--- src/rtl/truth_table_sequencer_if.sv ---
// Handshake and result bundle between a host, the truth-table sequencer and
// the combinational block under exercise.
interface truth_table_sequencer_if #(
    parameter int N_INPUTS = 3
);
    localparam int VEC = 1 << N_INPUTS;

    logic                start;
    logic [VEC-1:0]      expected_tt;
    logic [N_INPUTS-1:0] dut_in;
    logic                dut_out;
    logic                busy;
    logic                done;
    logic                pass;
    logic [VEC-1:0]      captured_tt;
    logic [N_INPUTS:0]   fail_count;
    logic [N_INPUTS-1:0] first_fail_idx;

    // master: host side (also sources dut_out from the block); slave: sequencer
    modport master (
        output start, expected_tt, dut_out,
        input  dut_in, busy, done, pass, captured_tt, fail_count, first_fail_idx
    );

    modport slave (
        input  start, expected_tt, dut_out,
        output dut_in, busy, done, pass, captured_tt, fail_count, first_fail_idx
    );
endinterface

--- src/rtl/truth_table_sequencer.sv ---
// Sweeps every input vector of an N-input combinational block, holds each for
// SETTLE_CYCLES, samples F and scores it against an expected truth table.
module truth_table_sequencer #(
    parameter int N_INPUTS      = 3,
    parameter int SETTLE_CYCLES = 2
) (
    input  logic                    clk,
    input  logic                    reset,
    truth_table_sequencer_if.slave  bus
);
    localparam int VEC   = 1 << N_INPUTS;
    localparam int CNT_W = (SETTLE_CYCLES < 2) ? 1 : $clog2(SETTLE_CYCLES + 1);

    localparam logic [CNT_W-1:0]    CNT_LOAD = SETTLE_CYCLES[CNT_W-1:0];
    localparam logic [CNT_W-1:0]    CNT_ONE  = {{(CNT_W-1){1'b0}}, 1'b1};
    localparam logic [N_INPUTS:0]   FAIL_MAX = VEC[N_INPUTS:0];
    localparam logic [N_INPUTS-1:0] LAST_IDX = {N_INPUTS{1'b1}};

    localparam logic [1:0] S_IDLE   = 2'd0;
    localparam logic [1:0] S_SETTLE = 2'd1;
    localparam logic [1:0] S_SAMPLE = 2'd2;
    localparam logic [1:0] S_DONE   = 2'd3;

    logic [1:0]          state;
    logic [CNT_W-1:0]    cnt_q;
    logic [VEC-1:0]      exp_q;
    logic [N_INPUTS-1:0] dut_in_q;
    logic                busy_q;
    logic                done_q;
    logic                pass_q;
    logic [VEC-1:0]      cap_q;
    logic [N_INPUTS:0]   fail_q;
    logic [N_INPUTS-1:0] first_q;

    logic mismatch;
    logic last_vec;

    // Saturating increment; the count is bounded by VEC so this never clips
    // in practice, but it keeps the counter well-defined if parameters change.
    function automatic logic [N_INPUTS:0] fail_inc(input logic [N_INPUTS:0] c);
        return (c == FAIL_MAX) ? c : c + 1'b1;
    endfunction

    assign mismatch = (bus.dut_out != exp_q[dut_in_q]);
    assign last_vec = (dut_in_q == LAST_IDX);

    always_ff @(posedge clk) begin
        if (reset) begin
            state    <= S_IDLE;
            cnt_q    <= '0;
            exp_q    <= '0;
            dut_in_q <= '0;
            busy_q   <= 1'b0;
            done_q   <= 1'b0;
            pass_q   <= 1'b0;
            cap_q    <= '0;
            fail_q   <= '0;
            first_q  <= '0;
        end else begin
            done_q <= 1'b0;
            case (state)
                S_IDLE: begin
                    if (bus.start) begin
                        exp_q    <= bus.expected_tt;
                        dut_in_q <= '0;
                        cap_q    <= '0;
                        fail_q   <= '0;
                        first_q  <= '0;
                        pass_q   <= 1'b0;
                        cnt_q    <= CNT_LOAD;
                        busy_q   <= 1'b1;
                        state    <= S_SETTLE;
                    end
                end
                S_SETTLE: begin
                    cnt_q <= cnt_q - CNT_ONE;
                    if (cnt_q == CNT_ONE) begin
                        state <= S_SAMPLE;
                    end
                end
                S_SAMPLE: begin
                    cap_q[dut_in_q] <= bus.dut_out;
                    if (mismatch) begin
                        fail_q <= fail_inc(fail_q);
                        if (fail_q == '0) begin
                            first_q <= dut_in_q;
                        end
                    end
                    // pass must already reflect this final sample in the done cycle
                    if (last_vec) begin
                        done_q <= 1'b1;
                        pass_q <= (fail_q == '0) && !mismatch;
                        state  <= S_DONE;
                    end else begin
                        dut_in_q <= dut_in_q + 1'b1;
                        cnt_q    <= CNT_LOAD;
                        state    <= S_SETTLE;
                    end
                end
                S_DONE: begin
                    busy_q <= 1'b0;
                    state  <= S_IDLE;
                end
                default: begin
                    state <= S_IDLE;
                end
            endcase
        end
    end

    assign bus.dut_in         = dut_in_q;
    assign bus.busy           = busy_q;
    assign bus.done           = done_q;
    assign bus.pass           = pass_q;
    assign bus.captured_tt    = cap_q;
    assign bus.fail_count     = fail_q;
    assign bus.first_fail_idx = first_q;
endmodule

--- src/flat_wrapper.sv ---
// flat-port wrapper written by rule: the top's interface ports become plain ports
module truth_table_sequencer_flat 
#(
    parameter int N_INPUTS      = 3,
    parameter int SETTLE_CYCLES = 2
)
  (clk, reset, bus_start, bus_expected_tt, bus_dut_out, bus_dut_in, bus_busy, bus_done, bus_pass, bus_captured_tt, bus_fail_count, bus_first_fail_idx);
  truth_table_sequencer_if #(.N_INPUTS(N_INPUTS)) bus_i ();
  input  logic clk;
  input  logic reset;
  input wire logic [$bits(bus_i.start)-1:0] bus_start;
  input wire logic [$bits(bus_i.expected_tt)-1:0] bus_expected_tt;
  input wire logic [$bits(bus_i.dut_out)-1:0] bus_dut_out;
  output wire logic [$bits(bus_i.dut_in)-1:0] bus_dut_in;
  output wire logic [$bits(bus_i.busy)-1:0] bus_busy;
  output wire logic [$bits(bus_i.done)-1:0] bus_done;
  output wire logic [$bits(bus_i.pass)-1:0] bus_pass;
  output wire logic [$bits(bus_i.captured_tt)-1:0] bus_captured_tt;
  output wire logic [$bits(bus_i.fail_count)-1:0] bus_fail_count;
  output wire logic [$bits(bus_i.first_fail_idx)-1:0] bus_first_fail_idx;
  assign bus_i.start = bus_start;
  assign bus_i.expected_tt = bus_expected_tt;
  assign bus_i.dut_out = bus_dut_out;
  assign bus_dut_in = bus_i.dut_in;
  assign bus_busy = bus_i.busy;
  assign bus_done = bus_i.done;
  assign bus_pass = bus_i.pass;
  assign bus_captured_tt = bus_i.captured_tt;
  assign bus_fail_count = bus_i.fail_count;
  assign bus_first_fail_idx = bus_i.first_fail_idx;
  truth_table_sequencer #(.N_INPUTS(N_INPUTS), .SETTLE_CYCLES(SETTLE_CYCLES)) u_core (.clk(clk), .reset(reset), .bus(bus_i));
endmodule
--- config.mk ---
export PLATFORM = sky130hd
export DESIGN_NAME = truth_table_sequencer_flat
export DESIGN_NICKNAME = d
export VERILOG_FILES = /design/src/rtl/truth_table_sequencer_if.sv /design/src/rtl/truth_table_sequencer.sv /design/src/flat_wrapper.sv
export SDC_FILE = /design/constraint.sdc
export NUM_CORES = 1
export LEC_CHECK = 0
export CAP_MARGIN = 25
export CORE_ASPECT_RATIO = 1.75
export CORE_UTILIZATION = 40
export CTS_CLUSTER_SIZE = 14
export DETAILED_ROUTE_END_ITERATION = 7
export DONT_BUFFER_PORTS = 1
export PLACE_DENSITY_LB_ADDON = 0.15
export SLEW_MARGIN = 25
export SYNTH_ARGS = -nofsm -noshare
export SYNTH_HDL_FRONTEND = slang
export SYNTH_SLANG_ARGS = --single-unit
--- constraint.sdc ---
create_clock -name clk -period 4.6 [get_ports clk]
set_input_delay 0.23 -clock clk [delete_from_list [all_inputs] [get_ports clk]]
set_output_delay 0.23 -clock clk [all_outputs]
set_load 0.05 [all_outputs]
======== Word-level counts from Yosys, hierarchy flattened ========
Cells that the tools add are included.
operators by class
  equality and inequality tests ........... 14
  reductions and logical operators ........ 18
  mux-type cells .......................... 30
  order comparisons ....................... 2
  bitwise operators ....................... 1
  add/sub/neg operators ................... 3
operators with widths
  operator             number
  $pmux 8 s2           1
  $mux 3               4
  $mux 4               3
  $pmux 3 s2           2
  $mux 2               5
  $reduce_and 3->1     3
  $bwmux 8             1
  $mux 8               1
  $ne 2x1->1 const B   4
  $pmux 2 s4           1
  $pmux 4 s2           1
  $reduce_and 2->1     4
  $reduce_and 4->1     2
  $mux 1               6
  $ne 2x2->1 const B   3
  $pmux 2 s3           1
  $add 4x1->4 const B  1
  $eq 2x1->1 const B   2
  $eq 2x2->1 const B   2
  $eq 4x4->1 const B   1
  $logic_not 4->1      1
  $lt 3x4->1 const B   1
  $pmux 1 s2           2
  $reduce_bool 2->1    2
  other kinds (13)     14
word-level totals
  bits in registers ....................... 33
  logic and storage cells ................. 78
  bits of input ports ..................... 12
  output and inout bits ................... 21

======== Logic depth before layout (Yosys ltp) ========
Gate-level depths: netlist of run 1.
  depth in word-level cells ............... 7
  depth in mapped cells ................... 7

======== Least setup slack after synthesis of run 1 ========
Ideal clock, no wire load.
  kind .................................... reg2reg
  start point ............................. reg u_core.dut_in_q[0], in the netlist u_core.bus.dut_in[0]
  end point ............................... reg u_core.pass_q, in the netlist u_core.bus.pass
  setup slack ............................. 2.528 ns
  setup time .............................. 0.065 ns
  stages on the path, launching flop included .. 8
  path buffers ............................ 2
  arrival ................................. 2.007 ns
  period minus slack after synthesis ...... 2.072 ns
  path through ............................ dfxtp_1 buf_6 mux2i_1 a2bb2oi_2 and3b_1 buf_6 o41a_1 nor2_1
between the ends
  word-level cells in the longest chain between the ends .. 7
ends and longest elaborated chain
  what                          line                         RTL
  start, declared               truth_table_sequencer.sv:27  logic [N_INPUTS-1:0] dut_in_q;
  start signal, assigned        truth_table_sequencer.sv:95  dut_in_q <= dut_in_q + 1'b1;
  $bmux 1 s3                    truth_table_sequencer.sv:44  assign mismatch = (bus.dut_out != exp_q[dut_in_q]);
  $mux 1 (not written as such)  truth_table_sequencer.sv:44
  $ne 1x1->1                    truth_table_sequencer.sv:44
  $logic_not 1->1               truth_table_sequencer.sv:92  pass_q <= (fail_q == '0) && !mismatch;
  $logic_and 1x1->1             truth_table_sequencer.sv:92
  $mux 1                        truth_table_sequencer.sv:90  if (last_vec) begin
  $pmux 1 s2                    truth_table_sequencer.sv:61  case (state)
  end signal, assigned          truth_table_sequencer.sv:92
  end, declared                 truth_table_sequencer.sv:30  logic pass_q;
Several ways; a longest one is shown, not always the timed one. The select of a mux whose other input is x is not followed.
A chain may end at the register's enable or synchronous reset.

======== Worst setup path in the final report of run 1 ========
  start point ............................. reg u_core.dut_in_q[0], in the netlist u_core.bus.dut_in[0]
  end point ............................... reg u_core.first_q[2], in the netlist u_core.bus.first_fail_idx[2]
between the ends
  word-level cells in the longest chain between the ends .. 5
ends and longest elaborated chain
  what                          line                         RTL
  $bmux 1 s3                    truth_table_sequencer.sv:44
  $mux 1 (not written as such)  truth_table_sequencer.sv:44
  $ne 1x1->1                    truth_table_sequencer.sv:44
  $ne 2x1->1 (no line)          --
  $reduce_and 4->1 (no line)    --
  end signal, assigned          truth_table_sequencer.sv:86  first_q <= dut_in_q;
  end, declared                 truth_table_sequencer.sv:33  logic [N_INPUTS-1:0] first_q;
Every way passes these cells. The select of a mux whose other input is x is not followed.

==> metrics.md, run 1 <==
| Metric | Value |
|---|---|
| Detail Placement HPWL | 2740 um |
| Htree depth | 2 |
| Number of synthesized flops with an enable pin | 0 |
| CP endpoint kind | flop |
| Post-Synthesis Cells | between 150 and 200 |
| Detail-routed via count per cell | between 5 and 6 |
| Final WL | 3960 um |
| Flop pwr share | 55.8% |
| Layout filler cell count | 411 |
| Clock power share | 36.2% |
| Number of remaining DRC errors | 0 |
| Clk slew on worst S/H paths | 60 ps |
| Main synth FF type | dfxtp_1 |
| Pre-CTS setup slack | 2230 ps |
| HP Class | primary input to flop |
| Final cycle utilization of the critical path | a little over half |
| WP buf/inv | 0 |
| # nets final | about 210 |
| CTS buffer count | 5 |
| Die height | 87.5 um |
| Worst skew pair latency | 280 ps |
| WP data required | 4750 ps |
| Post-layout min period | 2400 ps |
| Post-synthesis sequential area ratio | 39.6% |
| Hold path cells | 1 |
| WP data arrival | 2550 ps |
| Largest delay share family, worst path | flip-flops |
| Max-slew headroom | 31.8% |
| Dpl cell area | 1670 um2 |
| First-pass GRT wire length | 6100 um |
| Total track usage | between 10% and 20% |
| Final worst slack | 2200 ps |
| Int Power | 412 uW |
| Final setup fails | 0 |
| Worst-margin pin slew | roughly 1000 ps |
| Setup bufs post-CTS | 0 |
| DR WL/cell | 16.4 um |
| Final-report hold violation count | 0 |
| Worst Path Max Fanout | 15 |
| Post-synth ARST share | 0% |
| Post-Syn Nets | ~220 |
| DRT Pass-1 Iters | 4 |
| IO Pins | 33 |
| Routed vias | 1397 |
| Cell Pwr Density | 312 nW/um2 |
| Max_cap viols | 0 |
| Vias in the first global route | about 1300 |
| Leakage | 0.608 nW |
| Root buffer cell | clkbuf_8 |
| Setup TNS | 0 ps |
| Routability cong. | 0.800 |
| Initial antenna violation count | 0 |
| Max Buffers Root-to-Sink | 2 |
| Peak VDD IR | 0.187 mV |
| Switching Fraction | around 25% |
| Post-synthesis register bit count | 33 |
| Ant diodes | 0 |
| NetSw | 137 uW |
| Final Skew | 2.26 ps |
| Synth area leaders | dfxtp_1, a21oi_1, nand2_1, ha_1, nor2_1 |
| Post-route cell area | approximately 1800 um2 |
| CTS sink cnt | 33 |
| Max Clk Rate | 417 MHz |
| DR iter-0 viols | just over 60 |
| Grt total ovfl | 0 |
| Cell Area, Synth | 1670 um2 |
| Share of layout cells above drive strength 1 | 9.79% |
| Port bufs | 0 |
| Routed Antenna Nets | 0 |
| Worst-case reg-to-reg path depth | 5 |
| Top-count cell post-synth | dfxtp_1 |
| Comb power frac | 8.0% |
| Die W | between 50 and 60 um |
| Crit start category | flop |
| Initial core utilization | 42.4% |
| Cell taking the most area after synthesis | dfxtp_1 |
| Avg Cell Area, Syn | 8.44 um2 |
| Yosys cell types | 44 |
| CP cell instances | mux2i_1 > a22oi_4 > and4_2 > a211oi_1 > o32ai_1 |
| Outcome | complete, no violations |
| RSZ-0062 raised after global routing | false |
| Critical path depth | 5 |
| Syn-to-layout area delta | 5.62% |
| Die ar. | approximately 4400 um2 |
| Count of pins over their slew limit | 0 |
| CTS tree | built |
| Commonest cells post-synth | dfxtp_1, nand2_1, a21oi_1, nor2_1, clkbuf_1 |
| Largest net degree at the start of global routing | 35 |
| Slowest CP cell | dfxtp_1 |
| Synth top area share | between 30% and 40% |
| Core area | 3940 um2 |
| Critical path class | flop to flop |
| Crit-path max cell delay | 1000 ps |
| Site Rows | 30 |
| Ys Warns | 0 |
## per-stage QoR
| stage | hold WS [ps] | total power, mW | cells | util [%] |
|---|---|---|---|---|
| finish | 11.2 | 0.550 | 242 | 44.8 |
| global placement | 305 | 0.352 | 234 | 42.4 |
| global route | -0.449 | 0.573 | 242 | 44.8 |
| CTS | 2.91 | 0.551 | 240 | 44.3 |
| floorplan | 366 | 0.352 | 198 | - |
| detailed placement | 305 | 0.354 | 234 | 42.4 |
## sequential cells by signal (all words and copies together), names as in the netlist, 2 cells and up
name and flops:
u_core.cnt_q 2, u_core.exp_q 8, u_core.bus.fail_count 4, u_core.bus.dut_in 3, u_core.state 2, u_core.bus.captured_tt 8
u_core.bus.first_fail_idx 3
## logic make-up (layout without fill, tap and decap cells)
family	Yosys count	count (layout)	synth area share, %
AND/OR/NAND/NOR	77	77	23.1
multiplexers	7	7	4.64
XOR/XNOR	1	1	0.524
AO/OA/AOI/OAI	54	54	22.8
flip-flops	33	33	39.6
buffers and inverters	21	17	5.62
adder cells (fa/ha/maj)	5	5	3.75
## worst paths after layout
check / endpoint / slack [ps] / start
worst min-delay path: u_core.bus.captured_tt[7] / 10 / reset
worst max-delay path: u_core.bus.first_fail_idx[2] / 2200 / u_core.bus.dut_in[0]
worst max register to register: u_core.bus.first_fail_idx[2] / 2200 / u_core.bus.dut_in[0]
worst min register to register: u_core.exp_q[5] / 450 / u_core.exp_q[5]
## layout by cell type (no fill, tap or decap), drive strengths merged, types with 3 or more instances in the layout
cell type	instances
nor2	14
clkbuf	5
inv	9
o21ai	3
a21oi	25
ha	5
o311ai	5
mux2	3
dfxtp	33
nand2b	3
nand3	8
o211ai	4
nand2	31
mux2i	4
nand4	4
o32ai	3
## power groups by stage
stage	Sequential, mW	Clock (mW)	Combinational [mW]
finish	0.307	0.199	0.0438
global route	0.308	0.217	0.0487
CTS	0.307	0.203	0.0416
detailed placement	0.313	0	0.0413
global placement	0.313	0	0.0392
floorplan	0.309	0	0.0424
## what timing repair did
action / in CTS / in global routing
endpoints found under the hold margin: 0 / 6
gates resized for setup: 0 / 0
hold buffers: 0 / 2
## routing by layer
layer	GRT usage, %	part of all wire [%]
met5	0	0
met4	9.85	2.1
met3	6.98	5.6
met2	31.3	50
met1	20.0	42
## final cells by class
| class | count | area, um2 | area share, % |
|---|---|---|---|
| timing repair buffer | 2 | 20.0 | 1.13 |
| clock inverter | 1 | 5.00 | 0.284 |
| clock buffer | 5 | 68.8 | 3.90 |
| tap | 48 | 60.1 | 3.40 |
| sequential | 33 | 661 | 37.4 |
| multi-input combinational | 144 | 916 | 51.9 |
| inverter | 9 | 33.8 | 1.91 |
(Power assumes the default switching activity.)
==> inputs of run 2 (changes only) <==
==> constraint.sdc (replaced) <==
create_clock -name clk -period 2.5 [get_ports clk]
set_input_delay 0.125 -clock clk [delete_from_list [all_inputs] [get_ports clk]]
set_output_delay 0.125 -clock clk [all_outputs]
set_load 0.05 [all_outputs]
==> run 2 against run 1 <==
Cell area rose by 10%. Non-clock buffer count rose by 16. Via count rose by 6.7%. Total power is 110% higher. Cell count is 7.4% higher. Count of clock-buffer cells in the layout up 2. Largest power group unchanged. Largest cell class unchanged. Clock power grew to 2.6 times the previous value. Die area is the same. Clock skew rose by 2.4 ps. Register-to-register slack worse by 1700 ps. Global-route usage grew 0.98 points. Core utilization rose by 4.5 points.
==> metrics.md, run 2 (synthesized netlist as in run 1, its figures left out) <==
| Metric | Value |
|---|---|
| Routed vias | 1490 |
| Final Skew | ~4.7 ps |
| Outcome | complete, no violations |
| DR iter-0 viols | 33 |
| WP data arrival | between 2000 and 2500 ps |
| Post-layout min period | 2040 ps |
| Layout filler cell count | 390 |
| Max Clk Rate | 489 MHz |
| Hold endpoint | u_core.bus.captured_tt[1] |
| Worst skew pair latency | 280 ps |
| Largest net degree at the start of global routing | 33 |
| Final core occ | 49.3% |
| Count of pins over their slew limit | 0 |
| Critical path class | flop to flop |
| Initial antenna violation count | 0 |
| Grt total ovfl | 0 |
| Setup TNS | 0 ps |
| # nets final | 228 |
| Final-report hold violation count | 0 |
| Die ar. | 4450 um2 |
| Root buffer cell | clkbuf_8 |
| Site Rows | 30 |
| Peak VDD IR | 0.405 mV |
| Share of layout cells above drive strength 1 | 13.7% |
| Cts repair resizes | 0 |
| First-pass GRT wire length | approximately 6600 um |
| Final WL | about 4000 um |
| Initial core utilization | 42.4% |
| Vias in the first global route | ~1500 |
| Max_cap viols | 0 |
| DRT Pass-1 Iters | 5 |
| Reg2reg end | u_core.bus.pass |
| Setup bufs post-CTS | 0 |
| Worst Path Max Fanout | 15 |
| Detail-routed via count per cell | 5.73 |
| Routability cong. | 0.795 |
| Max-slew headroom | 57.2% |
| Htree depth | 2 |
| Met2 GRT Util | between 30 and 40% |
| Hold Worst Slack | 7.94 ps |
| Die W | just over 50 um |
| Total track usage | between 10% and 20% |
| Most Crowded Layer GR | met2 |
| Global routing met3 resource utilization | between 6 and 7% |
| CTS buffer count | 5 |
| Tot Pwr | 1.18 mW |
| Hold Crit Start | bus_dut_out |
| DR WL/cell | 15.2 um |
| Setup crit start | u_core.bus.dut_in[0] |
| CTS tree | built |
| Commonest non-fill, non-tap cell in the layout | dfxtp_1 |
| HP Class | primary input to flop |
| Detail Placement HPWL | around 2800 um |
| IO Pins | 33 |
| CTS sink cnt | 33 |
| Crit start category | flop |
| Leakage | between 0.7 and 0.8 nW |
| Routed Antenna Nets | 0 |
| M1 GR Usage | 20.0% |
| Die height | 87.5 um |
| Ant diodes | 0 |
| Final cycle utilization of the critical path | 81.8% |
| Number of remaining DRC errors | 0 |
| Cell Pwr Density | a little over 600 nW/um2 |
| CP endpoint kind | flop |
| Hold path cells | 2 |
| WP data required | 2710 ps |
| Syn-to-layout area delta | 16.3% |
| FF-to-FF Start | u_core.bus.dut_in[0] |
| Max Buffers Root-to-Sink | 2 |
| Most frequent cells in the layout | dfxtp_1, nand2_1, a21oi_1 |
| Worst-case reg-to-reg path depth | 5 |
| Clk slew on worst S/H paths | 70 ps |
| Port bufs | 0 |
| Final setup fails | 0 |
| FF-to-FF setup slack | approximately 460 ps |
| Core area | 3940 um2 |
| Worst-margin pin slew | 641 ps |
| RSZ-0062 raised after global routing | false |
| Post-CTS Hold Buffers | 10 |
run 2: how the worst max path moves through the flow:
| stage | slack, ps | cells past startpoint | endpoint |
|---|---|---|---|
| floorplan | 430 | 7 | u_core.bus.pass |
| global placement | 540 | 5 | u_core.bus.first_fail_idx[1] |
| detailed placement | 430 | 5 | u_core.bus.first_fail_idx[0] |
| CTS | 400 | 5 | u_core.bus.first_fail_idx[0] |
| global route | 290 | 5 | u_core.bus.first_fail_idx[0] |
| finish | 460 | 5 | u_core.bus.pass |
run 2: final cells by class:
cell class	count	area (um2)	area share [%]
Timing Repair Buffer	18	155	7.99
Sequential cell	33	661	34.0
Clock inverter	1	30.0	1.55
Clock buffer	7	86.3	4.45
Tap cell	48	60.1	3.09
Multi-Input combinational cell	144	916	47.2
Inverter	9	33.8	1.74
run 2: critical path: stages, from the launching register on:
cell and delay [ps]:
dfxtp_1 690, mux2_4 360, a2bb2oi_2 160, and3b_1 250, o41a_1 420, nor2_1 90
run 2: per-stage QoR:
stage,std cells,setup slack [ps],instance area (um2)
after global routing,260,292,1940
after global placement,242,542,1730
after CTS,260,395,1950
after detailed placement,242,432,1730
final,260,456,1940
after floorplan,198,428,1670
run 2: routing by layer:
layer  part of all wire, %  wire length (um)
met4                   2.6               102
met3                   5.4               214
met2                    53              2090
met5                     0                 0
met1                    39              1540
run 2: where the power goes:
group	leakage (nW)	switching (mW)	internal, mW	total [mW]
combinational	0.376	0.0614	0.0446	0.106
clock	0.0585	0.193	0.325	0.518
sequential	0.268	0.0162	0.541	0.557
